## config.mk

```make
export PLATFORM = sky130hd
export DESIGN_NAME = bp_update_scheduler_flat
export DESIGN_NICKNAME = d
export VERILOG_FILES = /design/src/rtl/bp_update_scheduler_if.sv /design/src/rtl/bp_update_scheduler.sv /design/src/flat_wrapper.sv
export SDC_FILE = /design/constraint.sdc
export NUM_CORES = 1
export LEC_CHECK = 0
export ABC_AREA = 1
export CORE_MARGIN = 2
export CORE_UTILIZATION = 46
export CTS_BUF_LIST = sky130_fd_sc_hd__clkbuf_4
export CTS_CLUSTER_DIAMETER = 30
export DETAILED_ROUTE_END_ITERATION = 7
export GPL_TIMING_DRIVEN = 0
export PLACE_DENSITY = 0.91
export SYNTH_ARGS = -nofsm -noshare
export SYNTH_HDL_FRONTEND = slang
export SYNTH_SLANG_ARGS = --single-unit
```

## constraint.sdc

```tcl
create_clock -name clk -period 2.8 [get_ports clk]
set_input_delay 0.42 -clock clk [delete_from_list [all_inputs] [get_ports clk]]
set_output_delay 0.42 -clock clk [all_outputs]
set_load 0.01 [all_outputs]
```

## src/rtl/bp_update_scheduler_if.sv

```systemverilog
// Bundle of lookup, resolved-update and PHT-port signals for bp_update_scheduler.
// The slave modport is the scheduler's view; master is the surrounding pipeline/PHT.
interface bp_update_scheduler_if #(
  parameter int IDX_W = 6
);
  logic              lk_valid;
  logic [31:0]       lk_pc;
  logic              lk_ready;
  logic              lk_rsp_valid;
  logic              lk_taken;

  logic              up_valid;
  logic [31:0]       up_pc;
  logic              up_taken;
  logic              up_ready;

  logic              pht_en;
  logic              pht_we;
  logic [IDX_W-1:0]  pht_addr;
  logic [1:0]        pht_wdata;
  logic [1:0]        pht_rdata;

  logic              busy;

  modport slave (
    input  lk_valid, lk_pc, up_valid, up_pc, up_taken, pht_rdata,
    output lk_ready, lk_rsp_valid, lk_taken, up_ready,
           pht_en, pht_we, pht_addr, pht_wdata, busy
  );

  modport master (
    output lk_valid, lk_pc, up_valid, up_pc, up_taken, pht_rdata,
    input  lk_ready, lk_rsp_valid, lk_taken, up_ready,
           pht_en, pht_we, pht_addr, pht_wdata, busy
  );
endinterface

```

## src/rtl/bp_update_scheduler.sv

```systemverilog
// Branch-predictor PHT update scheduler: arbitrates lookups against queued 2-bit counter updates.
// Optional feature macro BPS_STARVE_GUARD_EN adds a starvation counter that forces pending updates.
module bp_update_scheduler #(
  parameter int IDX_W      = 6,
  parameter int FIFO_DEPTH = 4,
  parameter int STARVE_MAX = 8
) (
  input  logic                 clk,
  input  logic                 reset,
  bp_update_scheduler_if.slave bus
);
  localparam int PTR_W = $clog2(FIFO_DEPTH);
  localparam int CNT_W = PTR_W + 1;

  typedef enum logic [1:0] {INIT, IDLE, UPD_WR} state_t;

  state_t           state;
  logic [IDX_W-1:0] init_cnt;
  logic [IDX_W-1:0] fifo_idx   [FIFO_DEPTH];
  logic             fifo_taken [FIFO_DEPTH];
  logic [PTR_W-1:0] wr_ptr;
  logic [PTR_W-1:0] rd_ptr;
  logic [CNT_W-1:0] count;
  logic [IDX_W-1:0] hold_idx;
  logic             hold_taken;
  logic             rsp_valid;

  logic [IDX_W-1:0] lk_idx;
  logic [IDX_W-1:0] up_idx;
  logic             full;
  logic             empty;
  logic             force_upd;
  logic             lk_grant;
  logic             up_grant;
  logic             push;
  logic             pop;

  logic             pht_en;
  logic             pht_we;
  logic [IDX_W-1:0] pht_addr;
  logic [1:0]       pht_wdata;

  logic             unused_pc_bits;

  function automatic logic [1:0] sat_next(input logic [1:0] c, input logic taken);
    if (taken) return (c == 2'b11) ? 2'b11 : c + 2'b01;
    else       return (c == 2'b00) ? 2'b00 : c - 2'b01;
  endfunction

  assign lk_idx = bus.lk_pc[IDX_W+1:2];
  assign up_idx = bus.up_pc[IDX_W+1:2];
  assign unused_pc_bits = ^{bus.lk_pc[31:IDX_W+2], bus.lk_pc[1:0],
                            bus.up_pc[31:IDX_W+2], bus.up_pc[1:0]};

  assign full  = (count == CNT_W'(FIFO_DEPTH));
  assign empty = (count == '0);

`ifdef BPS_STARVE_GUARD_EN
  localparam int SV_W = $clog2(STARVE_MAX + 1);
  logic [SV_W-1:0] starve_cnt;

  assign force_upd = full || (starve_cnt == SV_W'(STARVE_MAX));

  // Counts IDLE cycles in which a waiting update lost to a lookup.
  always_ff @(posedge clk or negedge reset) begin
    if (!reset) begin
      starve_cnt <= '0;
    end else if (up_grant) begin
      starve_cnt <= '0;
    end else if (lk_grant && !empty) begin
      starve_cnt <= starve_cnt + SV_W'(1);
    end
  end
`else
  assign force_upd = full;
`endif

  assign lk_grant = (state == IDLE) && bus.lk_valid && !force_upd;
  assign up_grant = (state == IDLE) && !empty && (!bus.lk_valid || force_upd);
  // A full queue refuses pushes even when it pops in the same cycle.
  assign push     = bus.up_valid && !full;
  assign pop      = up_grant;

  // PHT port: INIT sweep, lookup/update reads in IDLE, read-modify-write completion in UPD_WR.
  always_comb begin
    pht_en    = 1'b0;
    pht_we    = 1'b0;
    pht_addr  = '0;
    pht_wdata = 2'b00;
    unique case (state)
      INIT: begin
        pht_en    = 1'b1;
        pht_we    = 1'b1;
        pht_addr  = init_cnt;
        pht_wdata = 2'b01;
      end
      IDLE: begin
        if (lk_grant) begin
          pht_en   = 1'b1;
          pht_addr = lk_idx;
        end else if (up_grant) begin
          pht_en   = 1'b1;
          pht_addr = fifo_idx[rd_ptr];
        end
      end
      UPD_WR: begin
        pht_en    = 1'b1;
        pht_we    = 1'b1;
        pht_addr  = hold_idx;
        pht_wdata = sat_next(bus.pht_rdata, hold_taken);
      end
      default: ;
    endcase
    if (!reset) begin
      pht_en    = 1'b0;
      pht_we    = 1'b0;
      pht_addr  = '0;
      pht_wdata = 2'b00;
    end
  end

  assign bus.pht_en       = pht_en;
  assign bus.pht_we       = pht_we;
  assign bus.pht_addr     = pht_addr;
  assign bus.pht_wdata    = pht_wdata;
  assign bus.lk_ready     = lk_grant;
  assign bus.lk_rsp_valid = rsp_valid;
  assign bus.lk_taken     = rsp_valid & bus.pht_rdata[1];
  assign bus.up_ready     = !full;
  assign bus.busy         = (state == INIT) || !empty;

  always_ff @(posedge clk) begin
    if (push) begin
      fifo_idx[wr_ptr]   <= up_idx;
      fifo_taken[wr_ptr] <= bus.up_taken;
    end
  end

  // Main FSM plus queue pointers, holding register and lookup response flag.
  always_ff @(posedge clk or negedge reset) begin
    if (!reset) begin
      state      <= INIT;
      init_cnt   <= '0;
      wr_ptr     <= '0;
      rd_ptr     <= '0;
      count      <= '0;
      hold_idx   <= '0;
      hold_taken <= 1'b0;
      rsp_valid  <= 1'b0;
    end else begin
      rsp_valid <= lk_grant;
      if (push) wr_ptr <= wr_ptr + PTR_W'(1);
      if (pop)  rd_ptr <= rd_ptr + PTR_W'(1);
      unique case ({push, pop})
        2'b10:   count <= count + CNT_W'(1);
        2'b01:   count <= count - CNT_W'(1);
        default: ;
      endcase
      unique case (state)
        INIT: begin
          init_cnt <= init_cnt + IDX_W'(1);
          if (init_cnt == '1) state <= IDLE;
        end
        IDLE: begin
          if (up_grant) begin
            hold_idx   <= fifo_idx[rd_ptr];
            hold_taken <= fifo_taken[rd_ptr];
            state      <= UPD_WR;
          end
        end
        UPD_WR:  state <= IDLE;
        default: state <= INIT;
      endcase
    end
  end
endmodule

```

## src/flat_wrapper.sv

```systemverilog
// flat-port wrapper written by rule: the top's interface ports become plain ports
module bp_update_scheduler_flat 
#(
  parameter int IDX_W      = 6,
  parameter int FIFO_DEPTH = 4,
  parameter int STARVE_MAX = 8
)
  (clk, reset, bus_lk_valid, bus_lk_pc, bus_up_valid, bus_up_pc, bus_up_taken, bus_pht_rdata, bus_lk_ready, bus_lk_rsp_valid, bus_lk_taken, bus_up_ready, bus_pht_en, bus_pht_we, bus_pht_addr, bus_pht_wdata, bus_busy);
  bp_update_scheduler_if #(.IDX_W(IDX_W)) bus_i ();
  input  logic clk;
  input  logic reset;
  input wire logic [$bits(bus_i.lk_valid)-1:0] bus_lk_valid;
  input wire logic [$bits(bus_i.lk_pc)-1:0] bus_lk_pc;
  input wire logic [$bits(bus_i.up_valid)-1:0] bus_up_valid;
  input wire logic [$bits(bus_i.up_pc)-1:0] bus_up_pc;
  input wire logic [$bits(bus_i.up_taken)-1:0] bus_up_taken;
  input wire logic [$bits(bus_i.pht_rdata)-1:0] bus_pht_rdata;
  output wire logic [$bits(bus_i.lk_ready)-1:0] bus_lk_ready;
  output wire logic [$bits(bus_i.lk_rsp_valid)-1:0] bus_lk_rsp_valid;
  output wire logic [$bits(bus_i.lk_taken)-1:0] bus_lk_taken;
  output wire logic [$bits(bus_i.up_ready)-1:0] bus_up_ready;
  output wire logic [$bits(bus_i.pht_en)-1:0] bus_pht_en;
  output wire logic [$bits(bus_i.pht_we)-1:0] bus_pht_we;
  output wire logic [$bits(bus_i.pht_addr)-1:0] bus_pht_addr;
  output wire logic [$bits(bus_i.pht_wdata)-1:0] bus_pht_wdata;
  output wire logic [$bits(bus_i.busy)-1:0] bus_busy;
  assign bus_i.lk_valid = bus_lk_valid;
  assign bus_i.lk_pc = bus_lk_pc;
  assign bus_i.up_valid = bus_up_valid;
  assign bus_i.up_pc = bus_up_pc;
  assign bus_i.up_taken = bus_up_taken;
  assign bus_i.pht_rdata = bus_pht_rdata;
  assign bus_lk_ready = bus_i.lk_ready;
  assign bus_lk_rsp_valid = bus_i.lk_rsp_valid;
  assign bus_lk_taken = bus_i.lk_taken;
  assign bus_up_ready = bus_i.up_ready;
  assign bus_pht_en = bus_i.pht_en;
  assign bus_pht_we = bus_i.pht_we;
  assign bus_pht_addr = bus_i.pht_addr;
  assign bus_pht_wdata = bus_i.pht_wdata;
  assign bus_busy = bus_i.busy;
  bp_update_scheduler #(.IDX_W(IDX_W), .FIFO_DEPTH(FIFO_DEPTH), .STARVE_MAX(STARVE_MAX)) u_core (.clk(clk), .reset(reset), .bus(bus_i));
endmodule
```

==> impl_metrics.toml, run 1 <==
[placed_design]
pre_cts_ws_ns = -0.793
dpl-instance-area_um2 = 2850
portBuffers = 33
dp_hpwl_um = 3390
dp_cells = 356
place.gp.congestion = 0.862

[worst_setup_path]
cp_common_cell = "nor2_1"
cp-start-kind = "flip-flop"
worstRegToRegCells = 10
crit_path_max_fanout = 9
crit_family = "simple AND/OR/NAND/NOR gates"
cp.depth = 8
slowest_stage = "clkdlybuf4s50_1"
required_ns = 2.38
worstSetupPathType = "reg2out"
crit_chain = "nor2_4, nand2_2, nand2_1, nand3_4, nor2_1, nor2_1, nor2_1, clkdlybuf4s50_1"
cp_num_buf_inv = 1
critPathMaxStageDelay_ns = 0.55
endpoint_kind = "output pin"
cp.arrival_ns = 2.22

[timing]
worst_slew_pin_slew_ns = 0.642
fin_ws_ns = 0.162
final_hold_viol_count = 0
setup_viol_count_final = 0
clock_skew_ns = 0.0114
slew_violations = 0
clock.fmax_ghz = 0.379
holdWs_ns = 0.00625
finalCriticalPeriod_ns = 2.64
finalCritPeriodShare_pct = 94.2
slew_headroom_pct = 57.0

[routing]
viasPerCell = 4.92
routed_wl_um = 4690
routedWlPerCell_um = 12.8
drt_iter0_markers = 127
drc = 0
antenna_left = 0
first_pass_iters = 4
num_vias = 1812

[clock_tree]
clk_latency_ns = 0.37
cts_tree = "built"
numCtsBuffers = 5
cts.clk_slew.worst_paths_ns = 0.14
cts_root_buf = "clkbuf_4"
clk_path_buf_depth = 2
cts_sinks = 51
hold_buffers = 0
htree_levels = 2

[floorplan]
dieHeight_um = 76.8
initial_core_util_pct = 47.7
die_area_um2 = 5890
rows = 26
core_area_um2 = 5110
io_pins = 86
die_x_um = 76.8

[global_routing]
grt_pass1_wl_um = 8040
antenna_found_initial = 0
grt_max_degree = 26
first_global_vias = 1773
track_usage_pct = 17.4
grt_overflow_total = 0

[yosys]
synth_warnings = 0
synth_area_um2 = 2430
synth_cell_types = 27
seq_area_frac_synth_pct = 58.2
synth_common_cells = "58 x nand2_1, 33 x inv_1, 31 x nor2_1, 28 x edfxtp_1, 23 x dfrtp_1"
syn_area_per_cell_um2 = 9.62
yosys.area.top_type_share_pct = 34.5
netlist_instances = 253
yosys-top-cells-area = "edfxtp_1 35%, dfrtp_1 24%, nand2_1 8.9%"
synth.most_common_cell = "nand2_1"
synth-seq-cells = 51
synth-edff-count = 28
yosysTopAreaCell = "edfxtp_1"
synth_nets = 331
synthArstFlopShare_pct = 45.1
ys.flop_type = "edfxtp_1"

[cells_and_area]
final-seq-area_um2 = 1420
drive_gt1_share_pct = 12.8
stdcell_count = 368
multi_input_area_um2 = 876
stdcell_area_um2 = 3000
fill_cells = 445
finish.utilization_pct = 58.7
n_antenna_cell = 0
nets = 375
area_growth_pct = 23.1

[run]
max-cap-violations = 0

[power]
p_per_area_nw_per_um2 = 1000
ir_worst_vdd_mv = 0.526
leakage_nw = 1.38

[run_status]
status = "finished clean"

[min_path]
hp-class = "in2async"
[flip-flops by register name, summed over array words and instances (netlist names)]
name and flops:
u_core.wr_ptr 2, u_core.init_cnt 6, u_core.fifo_idx 24, u_core.fifo_taken 4, u_core.bus.lk_rsp_valid 1, u_core.state 2
u_core.rd_ptr 2, u_core.hold_taken 1, u_core.count 3, u_core.hold_idx 6
[metal layers]
layer	global-route usage (%)	wire length [µm]
met5	0	0
met4	5.64	64
met3	5.18	311
met2	30.3	2380
met1	20.6	1940
[layout by cell type, fill, tap and decap left out, drive strengths merged, types with 2 or more instances in the layout]
cell / instances
dlymetal6s2s: 4
clkdlybuf4s50: 28
ha: 6
xor2: 8
clkbuf: 6
nor2: 36
o21bai: 5
inv: 37
buf: 9
or2: 2
dfrtp: 23
nand3: 17
o21ai: 12
a21oi: 4
o22ai: 3
edfxtp: 28
nand2: 61
[kinds of logic after synthesis]
logic type               after synthesis  synth area share, %
flip-flops                            51                 58.2
XOR/XNOR                               9                 3.24
adder cells (fa/ha/maj)                7                 3.91
buffers and inverters                 42                 6.89
AO/OA/AOI/OAI                         27                 6.48
AND/OR/NAND/NOR                      117                 21.3
[metrics by stage]
stage	power, W	setup TNS [ns]
floorplan	0.00211	0
global placement	0.00249	-5.58
detailed placement	0.00255	-6.20
CTS	0.00298	0
global route	0.00329	-0.00145
finish	0.00301	0
[worst paths after layout]
check                                          startpoint                              to  slack, ns
hold / removal                                      reset  u_core.init_cnt[5]$_DFFE_PN0P_      0.006
hold reg to reg            u_core.init_cnt[5]$_DFFE_PN0P_  u_core.init_cnt[5]$_DFFE_PN0P_       0.52
min in group clk           u_core.init_cnt[5]$_DFFE_PN0P_  u_core.init_cnt[5]$_DFFE_PN0P_       0.52
setup / recovery              u_core.count[1]$_DFFE_PN0P_                 bus_pht_addr[4]       0.16
setup reg to reg              u_core.count[1]$_DFFE_PN0P_     u_core.count[2]$_DFFE_PN0P_       0.47
max in group asynchronous                           reset     u_core.state[0]$_DFFE_PN0P_       2.41
[where the power goes]
| group | total (W) | switching, W | internal (W) | leakage [nW] |
|---|---|---|---|---|
| clock | 0.000416 | 0.000218 | 0.000198 | 0.0419 |
| sequential | 0.00120 | 0.000152 | 0.00105 | 0.534 |
| combinational | 0.00139 | 0.000824 | 0.000567 | 0.800 |
| total | 0.00301 | 0.00119 | 0.00181 | 1.38 |
[what timing repair did]
action,in CTS,in global routing
endpoints found under the setup margin,10,10
buffers inserted,0,4
resized for setup,3,13
pin swaps,0,1
gates cloned,0,0
[cell type report]
class | instances | share of cell area (%)
buffer | 4 | 0.835
sequential | 51 | 47.3
inverter | 38 | 4.76
timing repair buffer | 37 | 12.2
clock buffer | 6 | 1.50
multi-input combinational | 160 | 29.2
tap | 70 | 2.92
clock inverter | 2 | 1.25
Power figures use the tool's default switching activity.
==> run 2, diff against run 1 <==
--- a/config.mk
+++ b/config.mk
@@ -13,6 +13,8 @@
 export DETAILED_ROUTE_END_ITERATION = 7
 export GPL_TIMING_DRIVEN = 0
 export PLACE_DENSITY = 0.91
+export SETUP_SLACK_MARGIN = 0.05
 export SYNTH_ARGS = -nofsm -noshare
 export SYNTH_HDL_FRONTEND = slang
 export SYNTH_SLANG_ARGS = --single-unit
+export TNS_END_PERCENT = 50
==> impl_metrics.toml, run 2 (synthesis gave the netlist of run 1 again) <==
[run_status]
status = "finished clean"

[placed_design]
portBuffers = 33
dp_hpwl_um = 3390
pre_cts_ws_ns = -0.793
place.gp.congestion = 0.862
dpl-instance-area_um2 = 2850

[power]
p_int_w = 0.00179
switchingPower_w = 0.00119
p_comb_share_pct = 45.9
ir_worst_vdd_mv = 0.529
p_sw_share_pct = 39.8
total_power_w = 0.00298
p_seq_share_pct = 40.2
leakage_nw = 1.37
p_per_area_nw_per_um2 = 993
clkPwrFrac_pct = 13.9

[clock_tree]
cts.clk_slew.worst_paths_ns = 0.14
htree_levels = 2
clk_latency_ns = 0.37
numCtsBuffers = 5
cts_tree = "built"
post-cts-setup-buffer-count = 0
cts_root_buf = "clkbuf_4"
clk_path_buf_depth = 2
cts_sinks = 51

[floorplan]
rows = 26
die_x_um = 76.8
dieHeight_um = 76.8
initial_core_util_pct = 47.7
die_area_um2 = 5890
io_pins = 86
core_area_um2 = 5110

[worst_setup_path]
worstSetupPathType = "in2out"
crit_start = "reset"
reg2reg_setup_slack_ns = 0.50
r2r_start = "u_core.state[0]$_DFFE_PN0P_"
cp.arrival_ns = 2.21
endpoint_kind = "output pin"
cp-start-kind = "input pin"
required_ns = 2.38
crit_path_max_fanout = 9

[cells_and_area]
mostFrequentLayoutCells = "58 x nand2_1, 33 x inv_1, 28 x clkdlybuf4s50_1, 28 x edfxtp_1, 26 x nor2_1"
largest_reg_flops = 24
n_antenna_cell = 0
top_register = "u_core.fifo_idx"
stdcell_area_um2 = 3000
reg.largest.list = "u_core.fifo_idx: 24 flops, u_core.hold_idx: 6 flops, u_core.init_cnt: 6 flops"
area_growth_pct = 23.2
drive_gt1_share_pct = 12.8
mostFrequentLayoutCell = "nand2_1"
fill_cells = 448
nets = 373

[timing]
fin_ws_ns = 0.167
worst_slew_pin_slew_ns = 0.664
finalCritPeriodShare_pct = 94.0
final_hold_viol_count = 0
setup_viol_count_final = 0
slew_headroom_pct = 55.6
clock_skew_ns = 0.00834
slew_violations = 0
holdWs_ns = 0.529
finalCriticalPeriod_ns = 2.63
rsz0062_at_grt = "true"
clock.fmax_ghz = 0.380
fin_setup_tns_ns = 0

[min_path]
min-delay-start = "u_core.init_cnt[5]$_DFFE_PN0P_"
hp-class = "reg2reg"

[routing]
drt_iter0_markers = 115
drc = 0
routedWlPerCell_um = 12.9
routed_wl_um = 4720
first_pass_iters = 4
antenna_left = 0
num_vias = 1791
viasPerCell = 4.89

[global_routing]
antenna_found_initial = 0
grt_overflow_total = 0
first_global_vias = 1772
grt_pass1_wl_um = 8020
track_usage_pct = 17.4
grt_max_degree = 26

[run]
max-cap-violations = 0
run 2: worst paths after layout:
path,cells after the start,endpoint
worst max-delay path,5,bus_pht_wdata[1]
worst min-delay path,1,u_core.init_cnt[5]$_DFFE_PN0P_
worst max register to register,10,u_core.count[2]$_DFFE_PN0P_
worst min register to register,1,u_core.init_cnt[5]$_DFFE_PN0P_
max in group asynchronous,3,u_core.count[0]$_DFFE_PN0P_
min in group asynchronous,3,u_core.state[1]$_DFFE_PN0P_
run 2: metal layers:
metal,vias up,GRT usage (%),wire (µm)
li1,893,-,-
met1,842,20.6,2030
met2,50,30.2,2370
met3,6,5.18,259
met4,0,5.64,63
met5,-,0,0
run 2: worst max-delay path: stages:
cell and delay [ns]:
dlygate4sd3_1 0.53, clkbuf_4 0.17, clkinv_1 0.24, a211oi_1 0.28, clkdlybuf4s50_1 0.57
run 2: power by group through the flow:
stage	Combinational (W)	Sequential, W	Clock [W]
5_1_grt	0.00157	0.00123	0.000468
4_1_cts	0.00136	0.00119	0.000431
3_3_place_gp	0.00129	0.00119	0
3_5_place_dp	0.00135	0.00121	0
6_report	0.00137	0.00120	0.000414
2_1_floorplan	0.000936	0.00117	0
run 2: area by class of cell:
type	count	area (µm²)	area share, %
clock buffers	6	45.0	1.50
multi-input cells	160	876	29.2
repair buffers	35	368	12.3
well taps	70	87.6	2.92
clock inverters	2	37.5	1.25
flip-flops and latches	51	1420	47.3
plain buffers	4	25.0	0.834
inverters	38	143	4.75
run 2: metrics by stage:
stage | std cells | util (%)
3_5_place_dp | 356 | 55.9
5_1_grt | 366 | 58.7
6_report | 366 | 58.7
4_1_cts | 364 | 57.5
3_3_place_gp | 356 | 55.9
2_1_floorplan | 253 | -
run 2: timing repair:
item	4_1_cts	5_1_grt
hold buffers	0	2
gates resized for setup	5	14
pin swaps	0	1
setup endpoints to repair	10	10
hold endpoints to repair	0	23
==> run 3, diff against run 2 <==
--- a/config.mk
+++ b/config.mk
@@ -8,7 +8,7 @@
 export ABC_AREA = 1
 export CORE_MARGIN = 2
 export CORE_UTILIZATION = 46
-export CTS_BUF_LIST = sky130_fd_sc_hd__clkbuf_4
+export CTS_BUF_LIST = sky130_fd_sc_hd__clkbuf_8
 export CTS_CLUSTER_DIAMETER = 30
 export DETAILED_ROUTE_END_ITERATION = 7
 export GPL_TIMING_DRIVEN = 0
==> impl_metrics.toml, run 3 (synthesis gave the netlist of run 1 again) <==
[floorplan]
io_pins = 86
core_area_um2 = 5110
rows = 26
dieHeight_um = 76.8
die_x_um = 76.8
die_area_um2 = 5890
initial_core_util_pct = 47.7

[min_path]
hp-class = "in2async"

[routing]
first_pass_iters = 4
num_vias = 1769
antenna_left = 0
drc = 0
drt_iter0_markers = 92
viasPerCell = 4.86
routedWlPerCell_um = 12.8
routed_wl_um = 4660

[worst_setup_path]
cp.arrival_ns = 2.17
slowest_stage = "clkdlybuf4s50_1"
endpoint_kind = "output pin"
required_ns = 2.38
cp_num_buf_inv = 4
cp-start-kind = "flip-flop"
crit_path_max_fanout = 10
worstSetupPathType = "reg2out"
critPathMaxStageDelay_ns = 0.56
crit_family = "buffers and inverters"
crit_chain = "buf_4, inv_2, buf_4, nand2_1, nand3_1, nand2_1, nor2_2, nor2_1, nor2_1, clkdlybuf4s50_1"

[timing]
slew_headroom_pct = 56.4
finalCritPeriodShare_pct = 92.5
slew_violations = 0
rsz0062_at_grt = "false"
final_hold_viol_count = 0
worst_slew_pin_slew_ns = 0.652
clock_skew_ns = 0.00358
finalCriticalPeriod_ns = 2.59
setup_viol_count_final = 0
clock.fmax_ghz = 0.386

[global_routing]
grt_overflow_total = 0
grt_max_degree = 26
first_global_vias = 1820
antenna_found_initial = 0
grt_pass1_wl_um = 8210
track_usage_pct = 17.7

[clock_tree]
clk_latency_ns = 0.30
cts_tree = "built"
cts_root_buf = "clkbuf_8"
cts.clk_slew.worst_paths_ns = 0.08
htree_levels = 2
numCtsBuffers = 5
clk_path_buf_depth = 2
cts_sinks = 51

[power]
p_per_area_nw_per_um2 = 1020
leakage_nw = 1.31
ir_worst_vdd_mv = 0.513

[placed_design]
dpl-instance-area_um2 = 2850
portBuffers = 33
place.gp.congestion = 0.862
dp_hpwl_um = 3390

[cells_and_area]
n_antenna_cell = 0
reg.largest.list = "u_core.fifo_idx: 24 flops, u_core.hold_idx: 6 flops, u_core.init_cnt: 6 flops"
nets = 371
top_register = "u_core.fifo_idx"
mostFrequentLayoutCell = "nand2_1"
drive_gt1_share_pct = 11.2
largest_reg_flops = 24
area_growth_pct = 22.3
mostFrequentLayoutCells = "58 x nand2_1, 34 x inv_1, 32 x clkdlybuf4s50_1"
stdcell_area_um2 = 2980
finish.utilization_pct = 58.3

[run]
max-cap-violations = 0

[run_status]
status = "finished clean"
-- run 3: cell types whose count changed in the layout (fill, tap and decap cells not counted), sizes merged --
cell,before,now
clkbuf,7,6
dlymetal6s2s,4,0
clkdlybuf4s50,28,32
buf,5,4
dlygate4sd3,1,0
inv,37,38
-- run 3: path summary, 6_finish.rpt --
path,startpoint,to,slack (ns),depth (start not counted)
setup / recovery,u_core.rd_ptr[0]$_DFFE_PN0N_,bus_pht_addr[5],0.21,10
hold / removal,reset,u_core.init_cnt[5]$_DFFE_PN0P_,0.03,1
setup reg to reg,u_core.state[0]$_DFFE_PN0P_,u_core.count[2]$_DFFE_PN0P_,0.46,10
hold reg to reg,u_core.init_cnt[5]$_DFFE_PN0P_,u_core.init_cnt[5]$_DFFE_PN0P_,0.52,1
max in group asynchronous,reset,u_core.wr_ptr[0]$_DFFE_PN0P_,2.51,1
min in group clk,u_core.init_cnt[5]$_DFFE_PN0P_,u_core.init_cnt[5]$_DFFE_PN0P_,0.52,1
-- run 3: layout make-up --
type	count	area (µm²)
flip-flops and latches	51	1420
multi-input cells	160	868
repair buffers	33	328
clock buffers	5	68.8
clock inverters	3	41.3
fillers	438	2130
plain buffers	4	25.0
inverters	38	143
well taps	70	87.6
-- run 3: metrics by stage --
stage	power (W)	hold slack, ns	TNS, ns	worst slack, ns	instances
floorplan	0.00211	0.124	0	0.796	253
global placement	0.00249	0.486	-5.58	-0.747	356
global route	0.00333	0.0531	0	0.0613	364
finish	0.00305	0.0339	0	0.211	364
detailed placement	0.00255	0.500	-6.20	-0.793	356
CTS	0.00306	0.104	0	0.129	364
-- run 3: power breakdown --
part | switching [W] | internal, W
clock network | 0.000227 | 0.000263
registers | 0.000147 | 0.00105
logic | 0.000820 | 0.000547
-- run 3: repair_timing --
| action | 4_1_cts | 5_1_grt |
|---|---|---|
| hold buffers | 0 | 0 |
| resized for setup | 5 | 6 |
| setup endpoints to repair | 10 | 6 |
| buffers inserted | 0 | 0 |
-- run 3: layer usage --
layer / part of all wire (%) / up-vias / track usage, %
met5: 0 / - / 0
met4: 1.4 / 0 / 5.45
met3: 4.8 / 9 / 5.29
met2: 51 / 40 / 31.5
met1: 42 / 833 / 20.4
li1: - / 887 / -
